File: src/rtl/lanes_deserializer_pkg.sv
// Shared constants for the lane serializer/deserializer pair.
// Holds the gen_speed encodings, per-speed word widths and the sync header constants,
// plus small helpers for decoding the speed field and checking a sync header.
package lanes_deserializer_pkg;

    // Raw encoding 2'b11 is not a state of its own; it decodes to GEN4.
    typedef enum logic [1:0] {
        SpdGen4 = 2'b00,
        SpdGen3 = 2'b01,
        SpdGen2 = 2'b10
    } gen_speed_e;

    localparam int unsigned WORD_W_GEN4 = 8;
    localparam int unsigned WORD_W_GEN3 = 132;
    localparam int unsigned WORD_W_GEN2 = 66;

    localparam logic [1:0] SYNC2_HDR_A = 2'b01;
    localparam logic [1:0] SYNC2_HDR_B = 2'b10;
    localparam logic [3:0] SYNC3_HDR_A = 4'b0101;
    localparam logic [3:0] SYNC3_HDR_B = 4'b1010;

    function automatic gen_speed_e decode_speed(input logic [1:0] raw);
        case (raw)
            2'b01:   return SpdGen3;
            2'b10:   return SpdGen2;
            default: return SpdGen4;
        endcase
    endfunction

    // hdr holds the word's low four bits; GEN2 only looks at [1:0]. GEN4 has no header.
    function automatic logic sync_hdr_ok(input gen_speed_e spd, input logic [3:0] hdr);
        case (spd)
            SpdGen2: return (hdr[1:0] == SYNC2_HDR_A) || (hdr[1:0] == SYNC2_HDR_B);
            SpdGen3: return (hdr == SYNC3_HDR_A) || (hdr == SYNC3_HDR_B);
            default: return 1'b1;
        endcase
    endfunction

endpackage

File: src/rtl/lane_deser_shifter.sv
// Per-lane word accumulator.
// Places each received bit at its final position in the word (MSB-first for GEN4,
// LSB-first for GEN3/GEN2) so the assembled word needs no realignment at the boundary.
// Ports:
//   clk, rst  clock, asynchronous active-low reset
//   enable    deserializing; low clears the partial word
//   done      this cycle samples the last bit of the word; accumulator restarts
//   spd       latched speed
//   count     index of the bit being sampled this cycle
//   ser       serial input bit
//   word      assembled word including this cycle's bit (combinational)
module lane_deser_shifter
    import lanes_deserializer_pkg::*;
#(
    parameter int unsigned WIDTH         = 132,
    parameter int unsigned COUNTER_WIDTH = 8
) (
    input  logic                     clk,
    input  logic                     rst,
    input  logic                     enable,
    input  logic                     done,
    input  gen_speed_e               spd,
    input  logic [COUNTER_WIDTH-1:0] count,
    input  logic                     ser,
    output logic [WIDTH-1:0]         word
);

    logic [WIDTH-1:0]         acc_q;
    logic [WIDTH-1:0]         acc_d;
    logic [COUNTER_WIDTH-1:0] idx;

    always_comb begin
        idx = count;
        if (spd == SpdGen4) begin
            idx = COUNTER_WIDTH'(WORD_W_GEN4 - 1) - count;
        end
        word      = acc_q;
        word[idx] = ser;
        // Upper bits stay zero because the accumulator restarts cleared every word.
        acc_d = (!enable || done) ? '0 : word;
    end

    always_ff @(posedge clk or negedge rst) begin
        if (!rst) begin
            acc_q <= '0;
        end else begin
            acc_q <= acc_d;
        end
    end

endmodule

File: src/rtl/lanes_deserializer.sv
// Two-lane receive deserializer.
// Collects lane 0/1 serial bits into parallel words sized by the latched speed
// (GEN4 8b MSB-first, GEN3 132b LSB-first, GEN2 66b LSB-first) and strobes both words out
// together, with a descrambler seed-reset pulse on every word boundary.
// Optional sync-header checker: define RX_SYNC_CHK_EN to enable; otherwise sync_err is 0.
// Ports:
//   clk, rst              clock, asynchronous active-low reset
//   enable_deser          1 = deserialize, 0 = idle/cleared (speed latched while idle)
//   gen_speed             00 GEN4, 01 GEN3, 10 GEN2, 11 GEN4
//   lane_0/1_rx_ser       serial input bits, one per clk
//   lane_0/1_rx_parallel  assembled words, held between strobes
//   rx_word_valid         1-cycle strobe when both words update
//   descr_rst             1-cycle descrambler seed reset at the word boundary
//   enable_descr          enable_deser delayed one clk
//   sync_err              invalid sync header on either lane at the strobe
module lanes_deserializer
    import lanes_deserializer_pkg::*;
#(
    parameter int unsigned WIDTH = 132
) (
    input  logic             clk,
    input  logic             rst,
    input  logic             enable_deser,
    input  logic [1:0]       gen_speed,
    input  logic             lane_0_rx_ser,
    input  logic             lane_1_rx_ser,
    output logic [WIDTH-1:0] lane_0_rx_parallel,
    output logic [WIDTH-1:0] lane_1_rx_parallel,
    output logic             rx_word_valid,
    output logic             descr_rst,
    output logic             enable_descr,
    output logic             sync_err
);

    localparam int unsigned COUNTER_WIDTH = $clog2(WIDTH);

    gen_speed_e               spd_q;
    logic [COUNTER_WIDTH-1:0] count_q;
    logic [COUNTER_WIDTH-1:0] count_d;
    logic [COUNTER_WIDTH-1:0] last_idx;
    logic                     done;
    logic [WIDTH-1:0]         word_0;
    logic [WIDTH-1:0]         word_1;

    always_comb begin
        case (spd_q)
            SpdGen3: last_idx = COUNTER_WIDTH'(WORD_W_GEN3 - 1);
            SpdGen2: last_idx = COUNTER_WIDTH'(WORD_W_GEN2 - 1);
            default: last_idx = COUNTER_WIDTH'(WORD_W_GEN4 - 1);
        endcase
    end

    // done marks the cycle whose bit completes the word; outputs load on that same edge,
    // so the strobe is visible in the following cycle.
    assign done = enable_deser && (count_q == last_idx);

    always_comb begin
        count_d = count_q + COUNTER_WIDTH'(1);
        if (!enable_deser || done) begin
            count_d = '0;
        end
    end

    lane_deser_shifter #(
        .WIDTH         (WIDTH),
        .COUNTER_WIDTH (COUNTER_WIDTH)
    ) u_shifter_0 (
        .clk    (clk),
        .rst    (rst),
        .enable (enable_deser),
        .done   (done),
        .spd    (spd_q),
        .count  (count_q),
        .ser    (lane_0_rx_ser),
        .word   (word_0)
    );

    lane_deser_shifter #(
        .WIDTH         (WIDTH),
        .COUNTER_WIDTH (COUNTER_WIDTH)
    ) u_shifter_1 (
        .clk    (clk),
        .rst    (rst),
        .enable (enable_deser),
        .done   (done),
        .spd    (spd_q),
        .count  (count_q),
        .ser    (lane_1_rx_ser),
        .word   (word_1)
    );

    always_ff @(posedge clk or negedge rst) begin
        if (!rst) begin
            spd_q              <= SpdGen4;
            count_q            <= '0;
            lane_0_rx_parallel <= '0;
            lane_1_rx_parallel <= '0;
            rx_word_valid      <= 1'b0;
            descr_rst          <= 1'b0;
            enable_descr       <= 1'b0;
        end else begin
            // Speed is frozen for the whole enabled period.
            if (!enable_deser) begin
                spd_q <= decode_speed(gen_speed);
            end
            count_q       <= count_d;
            rx_word_valid <= done;
            descr_rst     <= done;
            enable_descr  <= enable_deser;
            if (!enable_deser) begin
                lane_0_rx_parallel <= '0;
                lane_1_rx_parallel <= '0;
            end else if (done) begin
                lane_0_rx_parallel <= word_0;
                lane_1_rx_parallel <= word_1;
            end
        end
    end

`ifdef RX_SYNC_CHK_EN
    logic sync_bad;

    assign sync_bad = !(sync_hdr_ok(spd_q, word_0[3:0]) && sync_hdr_ok(spd_q, word_1[3:0]));

    always_ff @(posedge clk or negedge rst) begin
        if (!rst) begin
            sync_err <= 1'b0;
        end else begin
            sync_err <= done && sync_bad;
        end
    end
`else
    assign sync_err = 1'b0;
`endif

endmodule

File: config.mk
export PLATFORM = sky130hd
export DESIGN_NAME = lanes_deserializer
export DESIGN_NICKNAME = d
export VERILOG_FILES = /design/src/rtl/lanes_deserializer_pkg.sv /design/src/rtl/lane_deser_shifter.sv /design/src/rtl/lanes_deserializer.sv
export SDC_FILE = /design/constraint.sdc
export NUM_CORES = 1
export LEC_CHECK = 0
export ABC_AREA = 1
export CORE_MARGIN = 3
export CORE_UTILIZATION = 40
export DETAILED_ROUTE_END_ITERATION = 6
export MAX_ROUTING_LAYER = met4
export SETUP_SLACK_MARGIN = 0.15
export SYNTH_ARGS = -nofsm -noshare
export SYNTH_HDL_FRONTEND = slang
export SYNTH_SLANG_ARGS = --single-unit
File: constraint.sdc
create_clock -name clk -period 2.9 [get_ports clk]
set_input_delay 0.58 -clock clk [delete_from_list [all_inputs] [get_ports clk]]
set_output_delay 0.58 -clock clk [all_outputs]
set_load 0.005 [all_outputs]
Word-level counts from Yosys, hierarchy flattened
Index checks and enable logic that the tools add are counted.
{ "totals": {"ff_bits": 540, "in_bits": 7, "out_inout_bits": 268, "word_cells": 37} }
{ "op_classes": {"add_sub_neg": 2, "order_cmp": 2, "n_eq_ne": 6, "mux": 14, "reduce_logical": 5} }
{ "op_table": {"columns": ["op", "n"], "rows": [
  ["132-bit two-way mux", 6],
  ["132-bit bitwise mux", 2],
  ["8-bit two-way mux", 2],
  ["8-bit case mux with 2 select lines", 1],
  ["8-bit by 9-bit less-than comparator with 1-bit output, second input constant", 1],
  ["8-bit by 1-bit adder with 8-bit output, second input constant", 1],
  ["1-bit demux with 8-bit select", 1],
  ["8-bit equality test", 1],
  ["8-bit by 1-bit >= comparator with 1-bit output, second input constant", 1],
  ["3-bit by 8-bit subtractor with 8-bit output, first input constant", 1],
  ["2-bit by 1-bit equality test with 1-bit output, second input constant", 2],
  ["2-bit equality test, second input constant", 2],
  ["2-bit case mux with 2 select lines", 1],
  ["1-bit logical AND", 2],
  ["2-bit logical NOT", 1],
  ["2-bit by 1-bit inequality test with 1-bit output, second input constant", 1],
  ["1-bit logical NOT", 1],
  ["1-bit logical OR", 1],
  ["1-bit two-way mux", 1]
]} }

Logic depth before layout (Yosys ltp)
Gate-level depths: netlist (run 1).
{ "depth": {"depth_word": 9, "ltp_mapped": 13, "depth_no_buf": 11} }

Hierarchy
Synthesis (run 1) repeated with hierarchy kept, for this count alone.
{ "hier_totals": {"hier_cells": 3776, "area_unflattened_um2": 29493.3} }
{ "modules_own_cells": {"columns": ["module", "n_inst", "cells_per_inst", "area_each_um2", "seq_area_each_um2"], "rows": [
  ["lanes_deserializer", 1, 1267, 11907.7, 6906.6],
  ["lane_deser_shifter at u_shifter_1", 1, 1255, 8856.0, 3303.2],
  ["lane_deser_shifter at u_shifter_0", 1, 1254, 8729.6, 3303.2]
]} }

Least setup slack after synthesis (run 1)
Ideal clock, no wire load.
{ "synth_timing": {"kind": "register to register", "from": "reg count_q[3]", "to": "reg lane_0_rx_parallel[26]", "setup_time_ns": 0.118, "arrival_ns": 1.844, "t_required_ns": 2.782, "setup_slack_ns": 0.938, "stages_incl_launch_ff": 12, "n_path_buf": 2, "synth_period_minus_slack_ns": 1.962, "cell_sequence": "dfrtp_1 > inv_2 > ha_1 > nand2_1 > o21ai_2 > inv_2 > nor2_2 > buf_4 > buf_2 > nand4_1 > nand3_1 > nand2_1"} }
{ "synth_between": {"elab_chain_cells": 9, "elab_cells_between_ends": 13, "cone_classes": "add/sub (1); order compare (2); eq/ne (2); mux (6); reduce/logical (2)"} }
{ "synth_rtl": {"columns": ["element", "line", "rtl"], "rows": [
  ["start: declaration", "lanes_deserializer.sv:38", "logic [COUNTER_WIDTH-1:0] count_q;"],
  ["start signal: assignment", "lanes_deserializer.sv:106", "count_q <= count_d;"],
  ["3-bit by 8-bit subtractor with 8-bit output", "lane_deser_shifter.sv:35", "idx = COUNTER_WIDTH'(WORD_W_GEN4 - 1) - count;"],
  ["8-bit two-way mux", "lane_deser_shifter.sv:34", "if (spd == SpdGen4) begin"],
  ["8-bit by 9-bit less-than comparator with 1-bit output (implied by the code) / 8-bit by 1-bit >= comparator with 1-bit output (equally long branches)", "lane_deser_shifter.sv:38", "word[idx] = ser;"],
  ["1-bit logical AND (implied by the code)", "lane_deser_shifter.sv:38", null],
  ["1-bit two-way mux (implied by the code)", "lane_deser_shifter.sv:38", null],
  ["1-bit demux with 8-bit select", null, null],
  ["132-bit bitwise mux", "lane_deser_shifter.sv:38", null],
  ["132-bit two-way mux", "lanes_deserializer.sv:113", "end else if (done) begin"],
  ["132-bit two-way mux", "lanes_deserializer.sv:110", "if (!enable_deser) begin"],
  ["end signal: assignment", "lanes_deserializer.sv:114", "lane_0_rx_parallel <= word_0;"],
  ["end: declaration", "lanes_deserializer.sv:27", "output logic [WIDTH-1:0] lane_0_rx_parallel,"]
]} }
Several ways; a longest one is shown, not always the timed one. The select of a mux whose other input is x is not followed.
A chain may end at the register's enable or synchronous reset.

Final worst setup path (run 1)
{ "layout_timing": {"from": "reg spd_q[0]", "to": "reg u_shifter_0.acc_q[102]"} }
{ "layout_between": {"elab_chain_cells": 8, "elab_cells_between_ends": 15, "cone_classes": "order compare (2); eq/ne (3); mux (6); reduce/logical (4)"} }
{ "layout_rtl": {"columns": ["element", "line", "rtl"], "rows": [
  ["start: declaration", "lanes_deserializer.sv:37", "gen_speed_e spd_q;"],
  ["start signal: assignment", "lanes_deserializer.sv:94", "spd_q <= SpdGen4;"],
  ["start signal: assignment", "lanes_deserializer.sv:104", "spd_q <= decode_speed(gen_speed);"],
  ["2-bit logical NOT", "lane_deser_shifter.sv:34", null],
  ["8-bit two-way mux", "lane_deser_shifter.sv:34", null],
  ["8-bit by 9-bit less-than comparator with 1-bit output (implied by the code) / 8-bit by 1-bit >= comparator with 1-bit output (equally long branches)", "lane_deser_shifter.sv:38", null],
  ["1-bit logical AND (implied by the code)", "lane_deser_shifter.sv:38", null],
  ["1-bit two-way mux (implied by the code)", "lane_deser_shifter.sv:38", null],
  ["1-bit demux with 8-bit select", null, null],
  ["132-bit bitwise mux", "lane_deser_shifter.sv:38", null],
  ["132-bit two-way mux (*)", "lane_deser_shifter.sv:40", "acc_d = (!enable || done) ? '0 : word;"],
  ["via u_shifter_0.acc_d[102]", "lane_deser_shifter.sv:29", "logic [WIDTH-1:0] acc_d;"],
  ["end signal: assignment", "lane_deser_shifter.sv:45", "acc_q <= '0;"],
  ["end signal: assignment", "lane_deser_shifter.sv:47", "acc_q <= acc_d;"],
  ["end: declaration", "lane_deser_shifter.sv:28", "logic [WIDTH-1:0] acc_q;"]
]} }
The timed path passes the listed nets; every way through them passes the cells marked *.

==> flow_metrics.py, run 1 <==
metrics = {
    "outcome": {
        "status": "finished, final reports clean",
    },
    "clock_network": {
        "htreeDepth": 2,
        "cts_sinks": 540,
        "root_buffer": "clkbuf_16",
        "clock_path_buffers": 3,
        "insertion_delay_ns": 0.63,
        "cts_tree": "done",
        "path_clk_slew_ns": 0.06,
        "cts_buffers": 58,
    },
    "logic_synthesis": {
        "netlist.area_leader.share": 0.529,
        "yosysTopAreaCell": "dfrtp_1",
        "ys_seq_elements": 540,
        "yosysWarningCount": 0,
        "ys_seq_area_frac": 0.529,
        "synth_fp_nets": 3200,
        "yosysUniqueCellTypes": 29,
        "synth_cells": 3187,
        "yosys-top-cells-area": "dfrtp_1 53%, nand2_1 12%, nand3_1 12%",
        "netlist_area_um2": 25500,
        "synth.avg_cell_area_um2": 8.02,
    },
    "sta": {
        "max_freq_mhz": 393,
        "period_minus_slack_ns": 2.54,
        "period_share": 0.877,
        "tightestPinTransition_ns": 0.777,
        "rsz0062_at_grt": "no",
        "fin_setup_tns_ns": 0,
        "slew_violations": 0,
        "hold_viol_final": 0,
        "final-setup-viol-count": 0,
        "finClkSkew_ns": 0.0291,
        "relSlewSlack": 0.482,
    },
    "placed_design": {
        "port_buffers": 273,
        "place_area_um2": 29400,
        "dp_hpwl_um": 50000,
        "place_congestion": 0.831,
    },
    "setup_path": {
        "cpMostUsedCell": "nand2_1",
        "reg2regPathDepth": 11,
        "cp_max_fo": 9,
        "timing.critical_path.cells": "inv_1 > ha_1 > inv_2 > nand2_1 > nand3_1 > nor2_4 > buf_4 > nand4_1 > nand2_1 > nand2_1 > nor2_1",
        "reg2reg_slack_ns": 0.36,
        "cp-end-kind": "register",
        "worstPathArrival_ns": 3.08,
        "crit_slowest_cell": "dfrtp_1",
        "crit_path_max_incr_delay_ns": 0.39,
        "start_kind": "register",
        "cp.required_ns": 3.43,
        "critical_path_class": "reg2reg",
        "regToRegEndpoint": "u_shifter_0.acc_q[102]$_DFF_PN0_",
        "worst_r2r_startpoint": "spd_q[0]$_DFFE_PN0N_",
    },
    "die": {
        "core-area_um2": 63100,
        "chipWidth_um": 259,
        "io_pins": 275,
        "die_h_um": 259,
        "die-area_um2": 66900,
        "fp-row-count": 92,
        "initial_core_util": 0.405,
    },
    "global_routing": {
        "grt_pass1_vias": 22461,
        "grt_max_degree": 143,
        "grt_pass1_wl_um": 129000,
        "antenna_found_initial": 1,
        "overflow": 0,
        "track_usage": 0.250,
    },
    "detailed_routing": {
        "drt_iter0_markers": 2132,
        "ant_nets": 0,
        "dr.pass1.iters": 6,
        "drt_wl_total_um": 82000,
        "vias_per_cell": 5.42,
        "vias": 22938,
        "wl_met3_um": 5060,
        "drc": 0,
        "post_drt_wl_per_cell_um": 19.4,
        "top_layer": "met4",
        "wirelength_met1_um": 36000,
        "wl_met2_um": 38100,
    },
    "cells_and_area": {
        "layout.nets": 3349,
        "final_cell_mix": "823 x nand2_1, 603 x nand3_1, 540 x dfrtp_1",
        "drive_gt1_frac": 0.0683,
        "final_cell_area_um2": 31400,
        "area_growth_pct": 22.7,
        "fillCellCount": 6084,
        "multi_input_area_um2": 9760,
        "seqCellArea_um2": 13500,
        "mostFrequentLayoutCell": "nand2_1",
    },
    "power_and_ir_drop": {
        "p_per_area_nw_per_um2": 514,
        "p_leak_nw": 15.4,
        "peakVddDrop_v": 0.000413,
    },
    "job": {
        "drv_cap": 0,
    },
    "hold_path": {
        "holdPathStages": 3,
        "min_path_type": "in2reg",
        "whs_endpoint": "lane_1_rx_parallel[6]$_DFFE_PN0N_",
        "min_from": "enable_deser",
    },
}
-- final cells by class --
cell class	instances	share of cell area
Tap cell	846	0.0338
Clock buffer	89	0.0564
Clock inverter	19	0.00487
Antenna cell	1	0.0000798
Inverter	286	0.0344
Timing Repair Buffer	361	0.128
Multi-Input combinational cell	2089	0.311
Sequential cell	540	0.431
-- power breakdown --
group	total, W	leakage (nW)	internal (W)	switching [W]
sequential	0.00759	7.54	0.00757	0.0000190
clock	0.00745	0.958	0.00428	0.00317
combinational	0.00107	6.94	0.000241	0.000826
-- synth_stat cells --
library cell / instances
nor2_2: 15
nand3_4: 1
o21ai_2: 1
nor2_1: 274
buf_4: 34
o21ai_0: 3
dfrtp_1: 540
nand2_2: 6
nor2_4: 7
nor3b_1: 1
buf_6: 1
buf_1: 6
nor3_1: 4
o22ai_1: 1
inv_2: 6
inv_1: 278
nand3_1: 604
ha_1: 6
buf_2: 118
clkbuf_1: 113
clkinv_1: 2
xnor2_1: 1
nand2_1: 825
nand4_1: 332
nand3_2: 1
xor2_1: 2
conb_1: 1
a21oi_1: 3
xnor2_2: 1
-- routing by layer --
metal | global-route usage | vias up
met3 | 0.0386 | 146
met1 | 0.337 | 11226
met2 | 0.386 | 813
li1 | - | 10753
met4 | 0.0860 | 0
met5 | - | -
-- sequential cells by signal (all words and copies together), names as in the netlist --
| name | flops |
|---|---|
| lane_0_rx_parallel | 132 |
| lane_1_rx_parallel | 132 |
| u_shifter_0.acc_q | 132 |
| u_shifter_1.acc_q | 132 |
| count_q | 8 |
| spd_q | 2 |
| descr_rst | 1 |
| enable_descr | 1 |
-- how the worst max path moves through the flow --
stage / from / to / depth (start not counted)
2_1_floorplan: count_q[3]$_DFF_PN0_ / lane_0_rx_parallel[26]$_DFFE_PN0N_ / 11
5_1_grt: spd_q[0]$_DFFE_PN0N_ / lane_0_rx_parallel[110]$_DFFE_PN0N_ / 11
3_3_place_gp: spd_q[0]$_DFFE_PN0N_ / lane_0_rx_parallel[130]$_DFFE_PN0N_ / 12
4_1_cts: spd_q[0]$_DFFE_PN0N_ / lane_0_rx_parallel[130]$_DFFE_PN0N_ / 12
3_5_place_dp: spd_q[0]$_DFFE_PN0N_ / lane_0_rx_parallel[82]$_DFFE_PN0N_ / 12
6_report: spd_q[0]$_DFFE_PN0N_ / u_shifter_0.acc_q[102]$_DFF_PN0_ / 11
-- what timing repair did --
item                                    CTS  global route
resized for setup                         0             0
endpoints found under the setup margin    0             8
hold endpoints to repair                 42             0
buffers inserted                          0             1
hold buffers                              1             0
-- metrics by stage --
step | cells | hold slack [ns] | worst slack [ns] | total power (W) | utilization
after global placement | 4120 | 0.495 | 0.438 | 0.00877 | 0.466
after CTS | 4229 | 0.283 | 0.338 | 0.0163 | 0.497
after detailed placement | 4120 | 0.494 | 0.349 | 0.00880 | 0.466
after floorplan | 3187 | 0.284 | 0.938 | 0.00825 | -
final | 4231 | 0.327 | 0.356 | 0.0161 | 0.497
after global routing | 4231 | 0.316 | 0.176 | 0.0166 | 0.497
-- critical path: cells and delay by family (launching register included) --
family | cells | cell delay (ns)
fa+ha+maj | 1 | 0.36
buf+inv | 3 | 0.46
flops | 1 | 0.39
simple gates | 7 | 1.25
-- logic make-up (layout without fill, tap and decap cells) --
kind of cell / Yosys count / after routing / share of synthesized area
and+or+nand+nor: 2070 / 2070 / 0.371
buffers and inverters: 558 / 755 / 0.0931
adders and majority gates: 6 / 6 / 0.00294
AOI/OAI and AO/OA: 8 / 8 / 0.00176
DFF: 540 / 540 / 0.529
other: 1 / 2 / 0.000147
xor gates and xnor gates: 4 / 4 / 0.00167
Power figures use the tool's default switching activity.
==> run 2, diff against run 1 <==
--- a/config.mk
+++ b/config.mk
@@ -10,6 +10,7 @@
 export CORE_UTILIZATION = 40
 export DETAILED_ROUTE_END_ITERATION = 6
 export MAX_ROUTING_LAYER = met4
+export REMOVE_ABC_BUFFERS = 1
 export SETUP_SLACK_MARGIN = 0.15
 export SYNTH_ARGS = -nofsm -noshare
 export SYNTH_HDL_FRONTEND = slang
==> flow_metrics.py, run 2 (synthesized netlist as in run 1, its figures left out) <==
metrics = {
    "cells_and_area": {
        "area_growth_pct": 21.7,
        "layout.nets": 3344,
        "fillCellCount": 5970,
        "drive_gt1_frac": 0.0663,
        "final_cell_mix": "823 x nand2_1, 603 x nand3_1, 540 x dfrtp_1",
        "final_util": 0.493,
        "mostFrequentLayoutCell": "nand2_1",
    },
    "setup_path": {
        "critical_path_class": "reg2reg",
        "cp-end-kind": "register",
        "worstPathArrival_ns": 2.99,
        "cpLargestDelayFamily": "simple AND/OR/NAND/NOR gates",
        "cp_max_fo": 35,
        "crit_path_max_incr_delay_ns": 0.50,
        "cp.required_ns": 3.45,
        "timing.critical_path.cells": "inv_2 > ha_1 > nand3_1 > nand2_1 > nand2_1 > nand2_2 > nor2_4 > buf_12 > buf_4 > nand3_1 > nand2_1 > nand3_1 > nand2_1",
        "path_buf_inv": 3,
        "crit_slowest_cell": "dfrtp_1",
        "cpMostUsedCell": "nand2_1",
        "start_kind": "register",
    },
    "clock_network": {
        "post-cts-setup-buffers": 0,
        "cts_sinks": 540,
        "insertion_delay_ns": 0.63,
        "root_buffer": "clkbuf_16",
        "htreeDepth": 2,
        "clock_path_buffers": 3,
        "cts_buffers": 59,
        "cts_tree": "done",
        "path_clk_slew_ns": 0.06,
    },
    "detailed_routing": {
        "drt_wl_total_um": 77300,
        "post_drt_wl_per_cell_um": 18.3,
        "ant_nets": 0,
        "vias_per_cell": 5.46,
        "drt_iter0_markers": 2052,
        "dr.pass1.iters": 7,
        "vias": 23088,
        "drc": 4,
    },
    "die": {
        "fp-row-count": 92,
        "core-area_um2": 63100,
        "chipWidth_um": 259,
        "die_h_um": 259,
        "die-area_um2": 66900,
        "io_pins": 275,
        "initial_core_util": 0.405,
    },
    "power_and_ir_drop": {
        "peakVddDrop_v": 0.000435,
        "finalPower_w": 0.0161,
        "p_leak_nw": 15.4,
        "p_per_area_nw_per_um2": 518,
    },
    "sta": {
        "layout_setup_ws_ns": 0.455,
        "period_share": 0.843,
        "finClkSkew_ns": 0.0220,
        "period_minus_slack_ns": 2.44,
        "final-setup-viol-count": 0,
        "slew_violations": 0,
        "max_freq_mhz": 409,
        "hold_viol_final": 0,
        "rsz0062_at_grt": "no",
        "relSlewSlack": 0.309,
        "tightestPinTransition_ns": 1.04,
    },
    "global_routing": {
        "grt_pass1_wl_um": 124000,
        "overflow": 0,
        "track_usage": 0.235,
        "antenna_found_initial": 2,
        "grt_pass1_vias": 22677,
        "grt_max_degree": 179,
    },
    "placed_design": {
        "post-place-ws_ns": 0.277,
        "port_buffers": 273,
        "dp_hpwl_um": 45700,
        "place_congestion": 0.824,
    },
    "outcome": {
        "status": "finished with violations",
        "violations": "DRC",
    },
    "hold_path": {
        "min_path_type": "in2reg",
    },
    "job": {
        "drv_cap": 0,
    },
}
## run 2: cell types whose count changed in the layout (fill, tap and decap cells not counted), sizes merged
| cell | previous run | this run |
|---|---|---|
| bufinv | 1 | 4 |
| inv | 286 | 290 |
| clkinv | 17 | 12 |
| buf | 89 | 83 |
| diode | 1 | 2 |
## run 2: final timing paths
| check | from | endpoint | slack (ns) | cells past startpoint |
|---|---|---|---|---|
| setup / recovery | count_q[3]$_DFF_PN0_ | lane_0_rx_parallel[61]$_DFFE_PN0N_ | 0.46 | 13 |
| hold / removal | enable_deser | enable_descr$_DFF_PN0_ | 0.22 | 1 |
| setup reg to reg | count_q[3]$_DFF_PN0_ | lane_0_rx_parallel[61]$_DFFE_PN0N_ | 0.46 | 13 |
| hold reg to reg | lane_0_rx_parallel[0]$_DFFE_PN0N_ | lane_0_rx_parallel[0]$_DFFE_PN0N_ | 0.51 | 2 |
| max in group asynchronous | rst | lane_1_rx_parallel[49]$_DFFE_PN0N_ | 1.29 | 3 |
| min in group asynchronous | rst | lane_0_rx_parallel[56]$_DFFE_PN0N_ | 0.55 | 2 |
## run 2: metrics by stage
stage	instance area [um2]	std cells	TNS, ns	hold WS [ns]
2_1_floorplan	24200	2915	-6799.35	0.284
3_3_place_gp	29100	4115	0	0.498
3_5_place_dp	29100	4115	0	0.494
4_1_cts	31100	4226	0	0.185
5_1_grt	31100	4228	0	0.199
6_report	31100	4228	0	0.219
## run 2: final cells by class
type | count | area, um2 | area share
multi-input cells | 2089 | 9720 | 0.312
diodes | 2 | 5.00 | 0.000161
repair buffers | 355 | 3780 | 0.121
inverters | 286 | 1080 | 0.0347
flip-flops and latches | 540 | 13500 | 0.434
well taps | 846 | 1060 | 0.0340
clock buffers | 89 | 1730 | 0.0556
clock inverters | 21 | 223 | 0.00716
## run 2: report_power, final
group          switching [W]  leakage [nW]  total (W)  internal [W]
clock network        0.00312         0.968    0.00758       0.00446
registers          0.0000184          7.54    0.00759       0.00757
logic               0.000749          6.85   0.000948      0.000199
## run 2: layer usage
metal,vias up,global-route usage,routed length [um]
li1,10764,-,-
met1,11440,0.304,33600
met2,739,0.386,37400
met3,145,0.0322,4200
met4,0,0.0727,2110
met5,-,-,0
## run 2: timing repair
action	in CTS	in global routing
gates resized for setup	0	2
hold buffers	1	0
endpoints found under the setup margin	0	228
hold endpoints to repair	49	0
==> run 3, diff against run 2 <==
==> constraint.sdc (replaced) <==
create_clock -name clk -period 2.5 [get_ports clk]
set_input_delay 0.5 -clock clk [delete_from_list [all_inputs] [get_ports clk]]
set_output_delay 0.5 -clock clk [all_outputs]
set_load 0.005 [all_outputs]
==> flow_metrics.py, run 3 (synthesized netlist as in run 1, its figures left out) <==
metrics = {
    "setup_path": {
        "path_buf_inv": 2,
        "cp_max_fo": 70,
        "timing.critical_path.cells": "inv_1 > ha_4 > xnor2_1 > nor2_1 > nand3_4 > nor2_4 > buf_12 > nand3_1 > nand2_1",
        "cp-end-kind": "register",
        "worstPathArrival_ns": 2.75,
        "critical_path_class": "reg2reg",
        "crit_slowest_cell": "dfrtp_1",
        "crit_path_max_incr_delay_ns": 0.39,
        "start_kind": "register",
        "cp.required_ns": 3.04,
        "cpLargestDelayFamily": "simple AND/OR/NAND/NOR gates",
    },
    "sta": {
        "final-setup-viol-count": 0,
        "hold_viol_final": 0,
        "period_minus_slack_ns": 2.21,
        "whs_ns": 0.262,
        "slew_violations": 0,
        "period_share": 0.884,
        "relSlewSlack": 0.504,
        "finClkSkew_ns": 0.0214,
        "rsz0062_at_grt": "no",
        "max_freq_mhz": 453,
        "tightestPinTransition_ns": 0.744,
    },
    "global_routing": {
        "grt_pass1_wl_um": 126000,
        "met1_usage": 0.304,
        "grt_pass1_vias": 23080,
        "grt_use_met3": 0.0376,
        "top_usage_layer": "met2",
        "track_usage": 0.238,
        "overflow": 0,
        "antenna_found_initial": 2,
        "grt_util_met2": 0.389,
        "grt_max_degree": 145,
    },
    "cells_and_area": {
        "area_growth_pct": 24.6,
        "final_cell_area_um2": 31800,
        "drive_gt1_frac": 0.0733,
        "final_cell_mix": "823 x nand2_1, 602 x nand3_1, 540 x dfrtp_1",
        "layout.nets": 3372,
        "instances_no_fill": 4247,
        "fillCellCount": 5969,
        "mostFrequentLayoutCell": "nand2_1",
    },
    "detailed_routing": {
        "drt_iter0_markers": 2087,
        "drc": 0,
        "vias": 23307,
        "post_drt_wl_per_cell_um": 18.9,
        "ant_nets": 0,
        "drt_wl_total_um": 80400,
        "dr.pass1.iters": 6,
        "vias_per_cell": 5.49,
    },
    "placed_design": {
        "place_area_um2": 29600,
        "dp_hpwl_um": 47200,
        "place_congestion": 0.847,
        "placedCellCount": 4130,
        "port_buffers": 273,
    },
    "power_and_ir_drop": {
        "p_leak_nw": 15.6,
        "p_per_area_nw_per_um2": 589,
        "peakVddDrop_v": 0.000461,
    },
    "die": {
        "die_h_um": 259,
        "initial_core_util": 0.405,
        "fp-row-count": 92,
        "die-area_um2": 66900,
        "io_pins": 275,
        "core-area_um2": 63100,
        "chipWidth_um": 259,
    },
    "clock_network": {
        "root_buffer": "clkbuf_16",
        "htreeDepth": 2,
        "path_clk_slew_ns": 0.06,
        "cts_sinks": 540,
        "insertion_delay_ns": 0.62,
        "clock_path_buffers": 3,
        "cts_buffers": 58,
        "cts_tree": "done",
    },
    "outcome": {
        "status": "finished, final reports clean",
    },
    "job": {
        "drv_cap": 0,
    },
    "hold_path": {
        "min_path_type": "in2reg",
    },
}
run 3: final cells by class:
cell class                      instances  area (um2)  area share
Antenna cell                            2        5.00    0.000157
Clock buffer                           89        1770      0.0556
Clock inverter                         11         159     0.00499
Inverter                              286        1080      0.0339
Multi-Input combinational cell       2089        9750       0.306
Sequential cell                       540       13500       0.424
Tap cell                              846        1060      0.0332
Timing Repair Buffer                  384        4510       0.142
run 3: final timing paths:
check,start,to,slack (ns),depth (start not counted)
max,spd_q[0]$_DFFE_PN0N_,lane_0_rx_parallel[108]$_DFFE_PN0N_,0.29,9
min,enable_deser,lane_1_rx_parallel[129]$_DFFE_PN0N_,0.26,3
max reg2reg,spd_q[0]$_DFFE_PN0N_,lane_0_rx_parallel[108]$_DFFE_PN0N_,0.29,9
min reg2reg,lane_0_rx_parallel[45]$_DFFE_PN0N_,lane_0_rx_parallel[45]$_DFFE_PN0N_,0.51,2
max in group asynchronous,rst,lane_0_rx_parallel[114]$_DFFE_PN0N_,1.21,3
min in group asynchronous,rst,lane_0_rx_parallel[92]$_DFFE_PN0N_,0.45,2
run 3: through the flow:
| stage | power (W) | setup TNS, ns | utilization | worst slack [ns] |
|---|---|---|---|---|
| global placement | 0.0101 | 0 | 0.469 | 0.189 |
| CTS | 0.0189 | 0 | 0.500 | 0.188 |
| global route | 0.0194 | 0 | 0.505 | 0.152 |
| detailed placement | 0.0101 | 0 | 0.469 | 0.0967 |
| finish | 0.0187 | 0 | 0.505 | 0.291 |
| floorplan | 0.00942 | -7014.15 | - | -15.97 |
run 3: routing by layer:
layer  share of wire  vias up
met5               0        -
met2            0.48      746
li1                -    10791
met1            0.43    11613
met4           0.034        0
met3           0.059      157
run 3: timing repair:
item	in CTS	in global routing
pin swaps	0	4
setup buffers	0	7
hold endpoints to repair	27	0
setup endpoints to repair	72	426
gates resized for setup	1	15
hold buffers	1	0
gates cloned	0	7
run 3: worst reg2reg max path, stage by stage (launching register included):
cell	delay, ns
dfrtp_1	0.39
inv_1	0.14
ha_4	0.22
xnor2_1	0.11
nor2_1	0.17
nand3_4	0.17
nor2_4	0.25
buf_12	0.32
nand3_1	0.27
nand2_1	0.10
run 3: where the power goes:
| part | internal, W | switching [W] | total [W] |
|---|---|---|---|
| logic | 0.000302 | 0.000893 | 0.00119 |
| registers | 0.00878 | 0.0000226 | 0.00881 |
| clock network | 0.00523 | 0.00351 | 0.00875 |
| total | 0.0143 | 0.00443 | 0.0187 |
